## src/rtl/mem_port_arbiter_pkg.sv

```systemverilog
// Shared widths, FSM state encoding and a sizing helper for the
// instruction/data port arbiter in front of the unified memory.
package mem_port_arbiter_pkg;

  localparam int ADDR_W = 16;
  localparam int DATA_W = 16;

  typedef enum logic [2:0] {
    ARB_IDLE    = 3'd0,
    ARB_I_ISSUE = 3'd1,
    ARB_I_WAIT  = 3'd2,
    ARB_D_ISSUE = 3'd3,
    ARB_D_WAIT  = 3'd4
  } arb_state_e;

  // Bits needed to hold 0..max inclusive, never less than one.
  function automatic int cnt_width(input int max);
    return (max < 1) ? 1 : $clog2(max + 1);
  endfunction

endpackage

```

## src/rtl/mem_port_arbiter_if.sv

```systemverilog
// Requester (I/D) and memory-macro signals of the arbiter, bundled.
// slave = arbiter view, master = pipeline + memory view.
interface mem_port_arbiter_if;
  import mem_port_arbiter_pkg::*;

  logic              i_req;
  logic [ADDR_W-1:0] i_addr;
  logic [DATA_W-1:0] i_rdata;
  logic              i_done;
  logic              i_stall;

  logic              d_req;
  logic              d_wr;
  logic [ADDR_W-1:0] d_addr;
  logic [DATA_W-1:0] d_wdata;
  logic [DATA_W-1:0] d_rdata;
  logic              d_done;
  logic              d_stall;

  logic              mem_en;
  logic              mem_wr;
  logic [ADDR_W-1:0] mem_addr;
  logic [DATA_W-1:0] mem_wdata;
  logic [DATA_W-1:0] mem_rdata;
  logic              mem_valid;

  modport slave (
    input  i_req, i_addr, d_req, d_wr, d_addr, d_wdata, mem_rdata, mem_valid,
    output i_rdata, i_done, i_stall, d_rdata, d_done, d_stall,
           mem_en, mem_wr, mem_addr, mem_wdata
  );

  modport master (
    output i_req, i_addr, d_req, d_wr, d_addr, d_wdata, mem_rdata, mem_valid,
    input  i_rdata, i_done, i_stall, d_rdata, d_done, d_stall,
           mem_en, mem_wr, mem_addr, mem_wdata
  );

endinterface

```

## src/rtl/mem_port_arbiter_sat_counter.sv

```systemverilog
// Saturating up-counter with synchronous clear; clear wins over increment.
module mem_port_arbiter_sat_counter #(
  parameter int WIDTH = 2,
  parameter int MAX   = 2
) (
  input  logic             clk,
  input  logic             rst,
  input  logic             inc_i,
  input  logic             clr_i,
  output logic [WIDTH-1:0] cnt_o
);

  logic [WIDTH-1:0] cnt_q, cnt_d;

  always_comb begin
    cnt_d = cnt_q;
    if (clr_i) begin
      cnt_d = '0;
    end else if (inc_i && (cnt_q < WIDTH'(MAX))) begin
      cnt_d = cnt_q + WIDTH'(1);
    end
  end

  always_ff @(posedge clk or posedge rst) begin
    if (rst) cnt_q <= '0;
    else     cnt_q <= cnt_d;
  end

  assign cnt_o = cnt_q;

endmodule

```

## src/rtl/mem_port_arbiter.sv

```systemverilog
// Single-port memory arbiter: data has priority over fetch, bounded by a
// starvation guard; each access runs IDLE -> ISSUE -> WAIT -> IDLE.
module mem_port_arbiter
  import mem_port_arbiter_pkg::*;
#(
  parameter int STARVE_MAX = 2
) (
  input logic               clk,
  input logic               rst,
  mem_port_arbiter_if.slave bus
);

  localparam int CNT_W = cnt_width(STARVE_MAX);

  arb_state_e        state_q, state_d;
  logic [CNT_W-1:0]  starve_cnt;
  logic              starved;
  logic              grant_i, grant_d;
  logic              starve_inc, starve_clr;
  logic              i_complete, d_complete;

  logic              mem_en_q, mem_wr_q, i_done_q, d_done_q;
  logic [ADDR_W-1:0] mem_addr_q;
  logic [DATA_W-1:0] mem_wdata_q, i_rdata_q, d_rdata_q;

  // Fetch is forced once data has won STARVE_MAX grants in a row over it.
  assign starved = (starve_cnt >= CNT_W'(STARVE_MAX)) && bus.i_req;

  always_comb begin
    // NOTE: every signal driven here is defaulted first so no path infers a latch.
    state_d = state_q;
    grant_i = 1'b0;
    grant_d = 1'b0;
    case (state_q)
      ARB_IDLE: begin
        if (bus.d_req && !starved) begin
          grant_d = 1'b1;
          state_d = ARB_D_ISSUE;
        end else if (bus.i_req) begin
          grant_i = 1'b1;
          state_d = ARB_I_ISSUE;
        end
      end
      ARB_I_ISSUE: state_d = ARB_I_WAIT;
      ARB_D_ISSUE: state_d = ARB_D_WAIT;
      ARB_I_WAIT, ARB_D_WAIT: begin
        if (bus.mem_valid) state_d = ARB_IDLE;
      end
      default: state_d = ARB_IDLE;
    endcase
  end

  // NOTE: flops use non-blocking assignments so all of them sample pre-edge values.
  always_ff @(posedge clk or posedge rst) begin
    if (rst) state_q <= ARB_IDLE;
    else     state_q <= state_d;
  end

  assign starve_inc = grant_d && bus.i_req;
  assign starve_clr = grant_i || ((state_q == ARB_IDLE) && !bus.i_req);

  mem_port_arbiter_sat_counter #(
    .WIDTH (CNT_W),
    .MAX   (STARVE_MAX)
  ) u_starve_cnt (
    .clk   (clk),
    .rst   (rst),
    .inc_i (starve_inc),
    .clr_i (starve_clr),
    .cnt_o (starve_cnt)
  );

  // mem_valid only counts in a WAIT state; strays elsewhere are dropped.
  assign i_complete = (state_q == ARB_I_WAIT) && bus.mem_valid;
  assign d_complete = (state_q == ARB_D_WAIT) && bus.mem_valid;

  always_ff @(posedge clk or posedge rst) begin
    if (rst) begin
      mem_en_q    <= 1'b0;
      mem_wr_q    <= 1'b0;
      mem_addr_q  <= '0;
      mem_wdata_q <= '0;
      i_done_q    <= 1'b0;
      d_done_q    <= 1'b0;
      i_rdata_q   <= '0;
      d_rdata_q   <= '0;
    end else begin
      mem_en_q <= grant_i || grant_d;
      i_done_q <= i_complete;
      d_done_q <= d_complete;
      if (grant_d) begin
        mem_wr_q    <= bus.d_wr;
        mem_addr_q  <= bus.d_addr;
        mem_wdata_q <= bus.d_wdata;
      end else if (grant_i) begin
        mem_wr_q    <= 1'b0;
        mem_addr_q  <= bus.i_addr;
        mem_wdata_q <= '0;
      end
      if (i_complete)              i_rdata_q <= bus.mem_rdata;
      if (d_complete && !mem_wr_q) d_rdata_q <= bus.mem_rdata;
    end
  end

  assign bus.mem_en    = mem_en_q;
  assign bus.mem_wr    = mem_wr_q;
  assign bus.mem_addr  = mem_addr_q;
  assign bus.mem_wdata = mem_wdata_q;
  assign bus.i_done    = i_done_q;
  assign bus.d_done    = d_done_q;
  assign bus.i_rdata   = i_rdata_q;
  assign bus.d_rdata   = d_rdata_q;
  assign bus.i_stall   = bus.i_req && !i_done_q;
  assign bus.d_stall   = bus.d_req && !d_done_q;

endmodule

```

## src/flat_wrapper.sv

```systemverilog
// flat-port wrapper written by rule: the top's interface ports become plain ports
module mem_port_arbiter_flat import mem_port_arbiter_pkg::*;
#(
  parameter int STARVE_MAX = 2
)
  (clk, rst, bus_i_req, bus_i_addr, bus_d_req, bus_d_wr, bus_d_addr, bus_d_wdata, bus_mem_rdata, bus_mem_valid, bus_i_rdata, bus_i_done, bus_i_stall, bus_d_rdata, bus_d_done, bus_d_stall, bus_mem_en, bus_mem_wr, bus_mem_addr, bus_mem_wdata);
  mem_port_arbiter_if bus_i ();
  input logic clk;
  input logic rst;
  input wire logic [$bits(bus_i.i_req)-1:0] bus_i_req;
  input wire logic [$bits(bus_i.i_addr)-1:0] bus_i_addr;
  input wire logic [$bits(bus_i.d_req)-1:0] bus_d_req;
  input wire logic [$bits(bus_i.d_wr)-1:0] bus_d_wr;
  input wire logic [$bits(bus_i.d_addr)-1:0] bus_d_addr;
  input wire logic [$bits(bus_i.d_wdata)-1:0] bus_d_wdata;
  input wire logic [$bits(bus_i.mem_rdata)-1:0] bus_mem_rdata;
  input wire logic [$bits(bus_i.mem_valid)-1:0] bus_mem_valid;
  output wire logic [$bits(bus_i.i_rdata)-1:0] bus_i_rdata;
  output wire logic [$bits(bus_i.i_done)-1:0] bus_i_done;
  output wire logic [$bits(bus_i.i_stall)-1:0] bus_i_stall;
  output wire logic [$bits(bus_i.d_rdata)-1:0] bus_d_rdata;
  output wire logic [$bits(bus_i.d_done)-1:0] bus_d_done;
  output wire logic [$bits(bus_i.d_stall)-1:0] bus_d_stall;
  output wire logic [$bits(bus_i.mem_en)-1:0] bus_mem_en;
  output wire logic [$bits(bus_i.mem_wr)-1:0] bus_mem_wr;
  output wire logic [$bits(bus_i.mem_addr)-1:0] bus_mem_addr;
  output wire logic [$bits(bus_i.mem_wdata)-1:0] bus_mem_wdata;
  assign bus_i.i_req = bus_i_req;
  assign bus_i.i_addr = bus_i_addr;
  assign bus_i.d_req = bus_d_req;
  assign bus_i.d_wr = bus_d_wr;
  assign bus_i.d_addr = bus_d_addr;
  assign bus_i.d_wdata = bus_d_wdata;
  assign bus_i.mem_rdata = bus_mem_rdata;
  assign bus_i.mem_valid = bus_mem_valid;
  assign bus_i_rdata = bus_i.i_rdata;
  assign bus_i_done = bus_i.i_done;
  assign bus_i_stall = bus_i.i_stall;
  assign bus_d_rdata = bus_i.d_rdata;
  assign bus_d_done = bus_i.d_done;
  assign bus_d_stall = bus_i.d_stall;
  assign bus_mem_en = bus_i.mem_en;
  assign bus_mem_wr = bus_i.mem_wr;
  assign bus_mem_addr = bus_i.mem_addr;
  assign bus_mem_wdata = bus_i.mem_wdata;
  mem_port_arbiter #(.STARVE_MAX(STARVE_MAX)) u_core (.clk(clk), .rst(rst), .bus(bus_i));
endmodule
```

## config.mk

```make
export PLATFORM = sky130hd
export DESIGN_NAME = mem_port_arbiter_flat
export DESIGN_NICKNAME = d
export VERILOG_FILES = /design/src/rtl/mem_port_arbiter_pkg.sv /design/src/rtl/mem_port_arbiter_if.sv /design/src/rtl/mem_port_arbiter_sat_counter.sv /design/src/rtl/mem_port_arbiter.sv /design/src/flat_wrapper.sv
export SDC_FILE = /design/constraint.sdc
export NUM_CORES = 1
export LEC_CHECK = 0
export BUFFER_PORTS_ARGS = -buffer_cell sky130_fd_sc_hd__buf_2
export CORE_MARGIN = 3
export CORE_UTILIZATION = 46
export DETAILED_ROUTE_END_ITERATION = 6
export PLACE_DENSITY = 0.79
export REMOVE_ABC_BUFFERS = 1
export SYNTH_ARGS = -nofsm -noshare
export SYNTH_HDL_FRONTEND = slang
export SYNTH_SLANG_ARGS = --single-unit
```

## constraint.sdc

```tcl
create_clock -name clk -period 2.19 [get_ports clk]
set_clock_uncertainty 0.1 [all_clocks]
set_input_delay 0 -clock clk [delete_from_list [all_inputs] [get_ports clk]]
set_output_delay 0 -clock clk [all_outputs]
set_load 0.01 [all_outputs]
```

[After elaboration in Yosys (flattened, before gate mapping)]
Index checks and enable logic that the tools add are counted.
Operators by class
  $add $sub $neg: 1
  magnitude comparators: 2
  eq/ne operators: 6
  mux-type cells: 17
  reduce and logical (&&, ||, !) cells: 22
Operators by type and width (number)
  $mux 16: 4
  $pmux 3 s4: 1
  $logic_and 1x1->1: 10
  $mux 3: 3
  $mux 1: 7
  $eq 3x2->1 const B: 2
  $logic_not 1->1: 5
  $mux 2: 2
  $reduce_bool 2->1: 2
  $eq 3x1->1 const B: 1
  $eq 3x3->1 const B: 1
  $logic_not 3->1: 1
  $ne 3x2->1 const B: 1
  $add 2x1->2 const B: 1
  $ge 2x2->1 const B: 1
  $logic_or 1x1->1: 2
  $lt 2x2->1 const B: 1
  $ne 2x2->1 const B: 1
  $reduce_and 2->1: 1
  $reduce_or 2->1: 1
Word-level totals
  register bits: 73
  bits of input ports: 70

[Logic depth before layout (Yosys ltp)]
Gate-level depths: netlist of the first run.
  depth after elaboration: 10
  mapped depth: 7
  mapped depth without buffers: 5

[Hierarchy]
Synthesis of the first run repeated with hierarchy kept, for this count alone.
Unflattened totals
  cells, all modules: 202
  area total of the unflattened synthesis: 2967.8 µm²
By module, submodules not included
  mem_port_arbiter: instances 1, cells each 193, area an instance 2871.5 µm², sequential area each 1776.7 µm²
  mem_port_arbiter_sat_counter: instances 1, cells each 9, area an instance 96.3 µm², sequential area each 50.0 µm²

[Least setup slack after synthesis of the first run]
OpenSTA, ideal clock, no wires.
  path kind: register -> register
  start: register u_core.u_starve_cnt.cnt_q[0] (netlist: u_core.u_starve_cnt.cnt_o[0])
  end: register u_core.mem_addr_q[3] (netlist: u_core.bus.mem_addr[3])
  library setup time: 126 ps
  arrival: 1411 ps
  required time: 1964 ps
  path slack: 553 ps
  cell stages (with the launch flop): 8
  path buffers: 2
  cell sequence: dfrtp_1 inv_1 ha_1 o21ai_1 and3_1 buf_6 buf_6 a221o_1
On the way
  cells in the longest elaborated chain, start to end: 7
  elaborated cells on any way between the ends: 10
  those cells by class: order compare: 1; mux: 5; reduce/logical: 4
RTL lines
  start, declared: line mem_port_arbiter_sat_counter.sv:13  | logic [WIDTH-1:0] cnt_q, cnt_d;
  start signal, assigned: line mem_port_arbiter_sat_counter.sv:26  | else cnt_q <= cnt_d;
  $ge 2x2->1 *: line mem_port_arbiter.sv:27  | assign starved = (starve_cnt >= CNT_W'(STARVE_MAX)) && bus.i_req;
  $logic_and 1x1->1 *: line mem_port_arbiter.sv:27
  $logic_not 1->1 *: line mem_port_arbiter.sv:36  | if (bus.d_req && !starved) begin
  $logic_and 1x1->1 *: line mem_port_arbiter.sv:36
  $mux 1: line mem_port_arbiter.sv:36
  $mux 1: line mem_port_arbiter.sv:34  | case (state_q)
  $mux 16 / $reduce_bool 2->1 (equally long branches)
  end signal, assigned: line mem_port_arbiter.sv:93  | mem_addr_q <= bus.d_addr;
  end signal, assigned: line mem_port_arbiter.sv:97  | mem_addr_q <= bus.i_addr;
  end, declared: line mem_port_arbiter.sv:23  | logic [ADDR_W-1:0] mem_addr_q;
Mark *: on every way between the ends. The rest lies on a longest branch, timed or not.
A chain may end at the register's enable or synchronous reset.

[Final worst setup path of the first run]
  start: register u_core.u_starve_cnt.cnt_q[1] (netlist: u_core.u_starve_cnt.cnt_o[1])
  end: register u_core.mem_wdata_q[3] (netlist: u_core.bus.mem_wdata[3])
On the way
  cells in the longest elaborated chain, start to end: 7
  elaborated cells on any way between the ends: 10
  those cells by class: order compare: 1; mux: 5; reduce/logical: 4
RTL lines
  $ge 2x2->1 *: line mem_port_arbiter.sv:27
  $logic_and 1x1->1 *: line mem_port_arbiter.sv:27
  $logic_not 1->1 *: line mem_port_arbiter.sv:36
  $logic_and 1x1->1 *: line mem_port_arbiter.sv:36
  $mux 1: line mem_port_arbiter.sv:36
  $mux 1: line mem_port_arbiter.sv:34
  $mux 16 / $reduce_bool 2->1 (equally long branches)
  end signal, assigned: line mem_port_arbiter.sv:94  | mem_wdata_q <= bus.d_wdata;
  end, declared: line mem_port_arbiter.sv:24  | logic [DATA_W-1:0] mem_wdata_q, i_rdata_q, d_rdata_q;
Marked as above.

==> results.md, run 1 <==
- Top FF cell, synth: dfrtp_1
- Area share of the largest cell type after synthesis: 61.4%
- Worst-path cell chain: ha_1 -> o21ai_1 -> and3_1 -> buf_4 -> buf_4 -> a22o_1
- Clock buffer depth: 2
- Clock slew at reported path FFs: 70 ps
- Crit start category: flop
- # diodes: 0
- H-Tree Depth: 3
- Critical path's largest stage delay: 410 ps
- Maxcap violations: 0
- Top-count cell post-synth: dfrtp_1
- Mapped cell area: 0.00298 mm^2
- Via count: 2545
- Post-DR wirelength/cell: 17.3 um
- CTS tree: built
- Fraction of layout cells with a size suffix above 1: 48.7%
- HPWL Detailed: 4980 um
- Clock Latency Late Sink: 330 ps
- Syn Inst Count: 198
- Post-DRT Antenna Nets: 0
- IO Port Bufs: 139
- Initial antenna violation count: 0
- Multi-input logic area: 995 um^2
- Row cnt: 28
- FMAX: 549 MHz
- Worst Tran Pin Value: 590 ps
- Drt pass-1 iters: 4
- Filler cells: 404
- Area delta synth->final: 54.5%
- DRC Markers: 0
- Die area: 0.00747 mm^2
- Core footprint: 0.00610 mm^2
- Die Span Y: 86.4 um
- P per Cell Area: 1300 mW/mm^2
- DIE WIDTH: 86.4 um
- Routability Congestion: 0.756
- Max-slew violation count: 0
- Synth Register Bits: 73
- Min-Delay Path Class: in2async
- Largest net degree at the start of global routing: 48
- Iter 0 DRT Violations: 107
- Top cells by area, synth: dfrtp_1, mux2_2, mux2_4, a22o_1, a221o_1
- Vias per inst: 5.19
- Setup Viol. Count Final: 0
- Hold-fix buffers, CTS: 70
- Power consumption: 5980 uW
- Fin nets: 481
- Sequential fraction of the synthesis area: 61.4%
- First-pass GRT wire length: 13200 um
- Avg Cell Area, Syn: 15.0 um^2
- WP data arrival: 1990 ps
- Post-CTS Setup Bufs: 0
- Crit-path most repeated cell: buf_4
- Unrepaired setup endpoints after global routing: no
- Crit end category: flop
- Vias in the first global route: 2694
- Slew HR: 60.6%
- Asr flop ratio synth: 100%
- CTS sink count: 73
- I/O pin cnt: 140
- Tcrit/Tclk final: 83.1%
- Total grt overflow: 0
- Crit path max fanout: 18
- Gr usage total: 23.0%
- Initial core utilization: 48.8%
- Tmin final: 1820 ps
- Reg area: 0.00183 mm^2
- Crit Path Class: reg2reg
- Data required, critical path: 2360 ps
- CP bufs+invs: 2
- Count of different cell masters after synthesis: 33
- Setup tns final: 0 ps
- CP top delay family: buffers and inverters
- Post-synth EDFFs: 0
- Synth area leader: dfrtp_1
- Yosys warnings: 0
- Final wirelength: 8470 um
- Peak VDD IR: 0.724 mV
- Leak Pwr: 0.00234 uW
- # resized after CTS: 0
- Root Buffer: clkbuf_8
- Commonest cells post-synth: dfrtp_1, mux2_2, a22o_1, a21boi_0, a221o_1
- Outcome: finished clean
- Num CTS Buffers: 9
- Slowest CP cell: dfrtp_1
- Final Hold Viols: 0
[cell type report]
class	count	share of cell area, %
timing repair buffer	215	31.6
inverter	6	0.490
multi-input combinational	105	21.6
sequential	73	39.7
tap	75	2.04
clock buffer	11	3.29
clock inverter	5	1.17
[logic make-up (layout without fill, tap and decap cells)]
kind of cell             after synthesis  in the layout  share of synthesized area (%)
AND/OR/NAND/NOR                       15             15                           3.20
adder cells (fa/ha/maj)                1              1                          0.420
multiplexers                          32             32                           13.4
flip-flops                            73             73                           61.4
AO/OA/AOI/OAI                         57             57                           16.4
buffers and inverters                 20            237                           5.17
[where the power goes]
group / internal (uW) / switching [uW]
sequential: 2000 / 371
combinational: 1330 / 1220
clock: 585 / 476
total: 3900 / 2070
[state kept, by name, indices dropped and copies added, names as in the netlist]
name	flops
u_core.bus.d_rdata	16
u_core.bus.mem_wdata	16
u_core.bus.i_rdata	16
u_core.bus.mem_wr	1
u_core.bus.d_done	1
u_core.u_starve_cnt.cnt_o	2
u_core.state_q	3
u_core.bus.mem_en	1
u_core.bus.mem_addr	16
u_core.bus.i_done	1
[metrics by stage]
| step | hold WS, ps | instances | util [%] | area, um^2 | setup WS [ps] |
|---|---|---|---|---|---|
| after floorplan | -12.3 | 184 | - | 2840 | -114 |
| after global placement | -6.73 | 404 | 60.6 | 3690 | 471 |
| after detailed placement | 5.40 | 404 | 60.6 | 3690 | 408 |
| after CTS | 183 | 490 | 75.4 | 4600 | 393 |
| after global routing | 229 | 490 | 75.4 | 4600 | 281 |
| final | 179 | 490 | 75.4 | 4600 | 370 |
[worst paths after layout]
path / from / to / slack, ps / cells past startpoint
worst max register to register: u_core.u_starve_cnt.cnt_o[1] / u_core.bus.mem_wdata[3] / 370 / 6
min in group clk: bus_d_wdata[5] / u_core.bus.mem_wdata[5] / 330 / 3
worst min-delay path: rst / u_core.bus.i_rdata[10] / 180 / 3
worst max-delay path: u_core.u_starve_cnt.cnt_o[1] / u_core.bus.mem_wdata[3] / 370 / 6
max in group asynchronous: rst / u_core.bus.i_done / 1160 / 4
worst min register to register: u_core.bus.i_rdata[0] / u_core.bus.i_rdata[0] / 390 / 1
[placed cells by master, fill, tap and decap left out, types with 2 or more instances in the layout]
| cell type | netlist | routed |
|---|---|---|
| nand2_1 | 2 | 2 |
| a21boi_0 | 15 | 15 |
| buf_4 | 5 | 5 |
| a221o_2 | 4 | 4 |
| mux2_2 | 19 | 19 |
| mux2_1 | 3 | 3 |
| clkbuf_8 | 0 | 11 |
| a221o_1 | 12 | 12 |
| dlygate4sd3_1 | 0 | 70 |
| dfrtp_1 | 73 | 73 |
| nor2_1 | 3 | 3 |
| a22o_1 | 17 | 17 |
| inv_1 | 5 | 4 |
| and3_1 | 2 | 2 |
| inv_2 | 1 | 2 |
| clkinv_2 | 0 | 3 |
| mux2_4 | 10 | 10 |
| a21oi_1 | 2 | 2 |
| buf_2 | 0 | 139 |
[per-layer routing]
layer	global-route usage [%]	vias up	part of all wire, %	routed length (um)
li1	-	1164	-	-
met2	38.6	108	53	4450
met3	3.71	35	4.3	363
met4	14.9	0	4.9	418
met5	0	-	0	0
met1	27.4	1238	38	3230
[worst min-delay path, cell delays in order]
cell	delay, ps
dlygate4sd3_1	530
buf_2	120
inv_2	430
(Power assumes the default switching activity.)
==> run 2, diff against run 1 <==
==> constraint.sdc (replaced) <==
create_clock -name clk -period 1.7 [get_ports clk]
set_clock_uncertainty 0.1 [all_clocks]
set_input_delay 0 -clock clk [delete_from_list [all_inputs] [get_ports clk]]
set_output_delay 0 -clock clk [all_outputs]
set_load 0.01 [all_outputs]
==> results.md, run 2 (same netlist as run 1, synthesis figures left out) <==
- DIE WIDTH: 86.4 um
- Initial antenna violation count: 0
- HPWL Detailed: 5010 um
- Power consumption: 7750 uW
- Initial core utilization: 48.8%
- Core Util, Final: 76.3%
- Largest net degree at the start of global routing: 74
- Peak VDD IR: 1.08 mV
- Most frequent cells in the layout: buf_2, dfrtp_1, dlygate4sd3_1, mux2_2, a22o_1
- Crit Path Class: reg2reg
- Root Buffer: clkbuf_8
- Min-Delay Path Class: in2async
- Leak Pwr: 0.00236 uW
- Crit path max fanout: 24
- Via count: 2542
- Worst-path cell chain: inv_2 -> ha_2 -> o21ai_1 -> and3_1 -> buf_12 -> a221o_2
- H-Tree Depth: 3
- Unrepaired setup endpoints after global routing: no
- Post-CTS Setup Bufs: 0
- Tcrit/Tclk final: 97.7%
- Setup Viol. Count Final: 0
- Clock Latency Late Sink: 320 ps
- Crit Reg-Reg Endpoint: u_core.bus.mem_addr[13]
- Worst Tran Pin Value: 382 ps
- FMAX: 602 MHz
- Filler cells: 375
- P per Cell Area: 1670 mW/mm^2
- # diodes: 0
- Critical path's largest stage delay: 390 ps
- Drt pass-1 iters: 4
- Routability Congestion: 0.787
- Gr usage total: 23.7%
- WP data arrival: 1780 ps
- Maxcap violations: 0
- I/O pin cnt: 140
- Data required, critical path: 1820 ps
- Commonest non-fill, non-tap cell in the layout: buf_2
- Outcome: finished clean
- Max-slew violation count: 0
- CTS sink count: 73
- Vias in the first global route: 2692
- Vias per inst: 5.17
- Worst r2r src: u_core.u_starve_cnt.cnt_o[0]
- Core footprint: 0.00610 mm^2
- Area delta synth->final: 56.3%
- Internal reg-to-reg setup slack: 40 ps
- Clock buffer depth: 2
- Num CTS Buffers: 9
- Slowest CP cell: dfrtp_1
- Clock slew at reported path FFs: 80 ps
- Crit start category: flop
- Post-route cell area: 0.00465 mm^2
- Tmin final: 1660 ps
- Area post-placement: 0.00376 mm^2
- Die Span Y: 86.4 um
- Final Hold Viols: 0
- IO Port Bufs: 139
- Fin nets: 483
- Setup tns final: 0 ps
- R2R depth: 6
- Final wirelength: 8530 um
- Row cnt: 28
- DRC Markers: 0
- Die area: 0.00747 mm^2
- Post-DR wirelength/cell: 17.3 um
- First-pass GRT wire length: 13500 um
- CTS tree: built
- Slew HR: 74.5%
- Iter 0 DRT Violations: 166
- Crit end category: flop
- Post-DRT Antenna Nets: 0
- Fraction of layout cells with a size suffix above 1: 49.2%
- Total grt overflow: 0
-- run 2: metrics by stage --
stage / hold WS (ps) / std cells / setup WS, ps
floorplan: -12.3 / 184 / -604
global route: 223 / 492 / 0.683
detailed placement: 11.7 / 407 / 21.6
finish: 185 / 492 / 38.8
global placement: 8.89 / 407 / 66.5
CTS: 199 / 492 / 16.2
-- run 2: worst max path at each step --
stage                     cells after the start                    startpoint  slack [ps]                       to
after floorplan                               3             u_core.state_q[2]        -600   u_core.bus.mem_addr[0]
after global placement                        3  u_core.u_starve_cnt.cnt_o[1]          70  u_core.bus.mem_addr[13]
after detailed placement                      3  u_core.u_starve_cnt.cnt_o[1]          20   u_core.bus.mem_addr[1]
after CTS                                     4             u_core.state_q[1]          20   u_core.bus.mem_addr[6]
after global routing                          6  u_core.u_starve_cnt.cnt_o[1]         0.7  u_core.bus.mem_wdata[0]
final                                         6  u_core.u_starve_cnt.cnt_o[0]          40  u_core.bus.mem_addr[13]
-- run 2: layout make-up --
class                      instances  area (um^2)  area share, %
clock buffer                      13          159           3.42
sequential                        73         1830           39.3
multi-input combinational        105         1010           21.8
clock inverter                     3         15.0          0.323
timing repair buffer             217         1520           32.7
inverter                           6         22.5          0.484
tap                               75         93.8           2.02
-- run 2: critical path: cells and delay by family (launching register included) --
family	cells	cell delay [ps]
compound gates	2	460
flops	1	390
buf+inv	2	230
fa+ha+maj	1	190
simple gates	1	180
-- run 2: per-layer routing --
layer  GRT usage, %  part of all wire [%]
met5              0                     0
met4           13.2                   4.1
met3           4.37                   4.6
met2           40.5                    53
met1           28.0                    38
-- run 2: repair_timing --
action	4_1_cts	5_1_grt
setup endpoints to repair	0	33
resized for setup	0	5
hold buffers	69	0
endpoints found under the hold margin	143	0
-- run 2: power by group --
group          switching (uW)  internal [uW]
combinational            1640           1840
clock                     605            605
sequential                482           2570
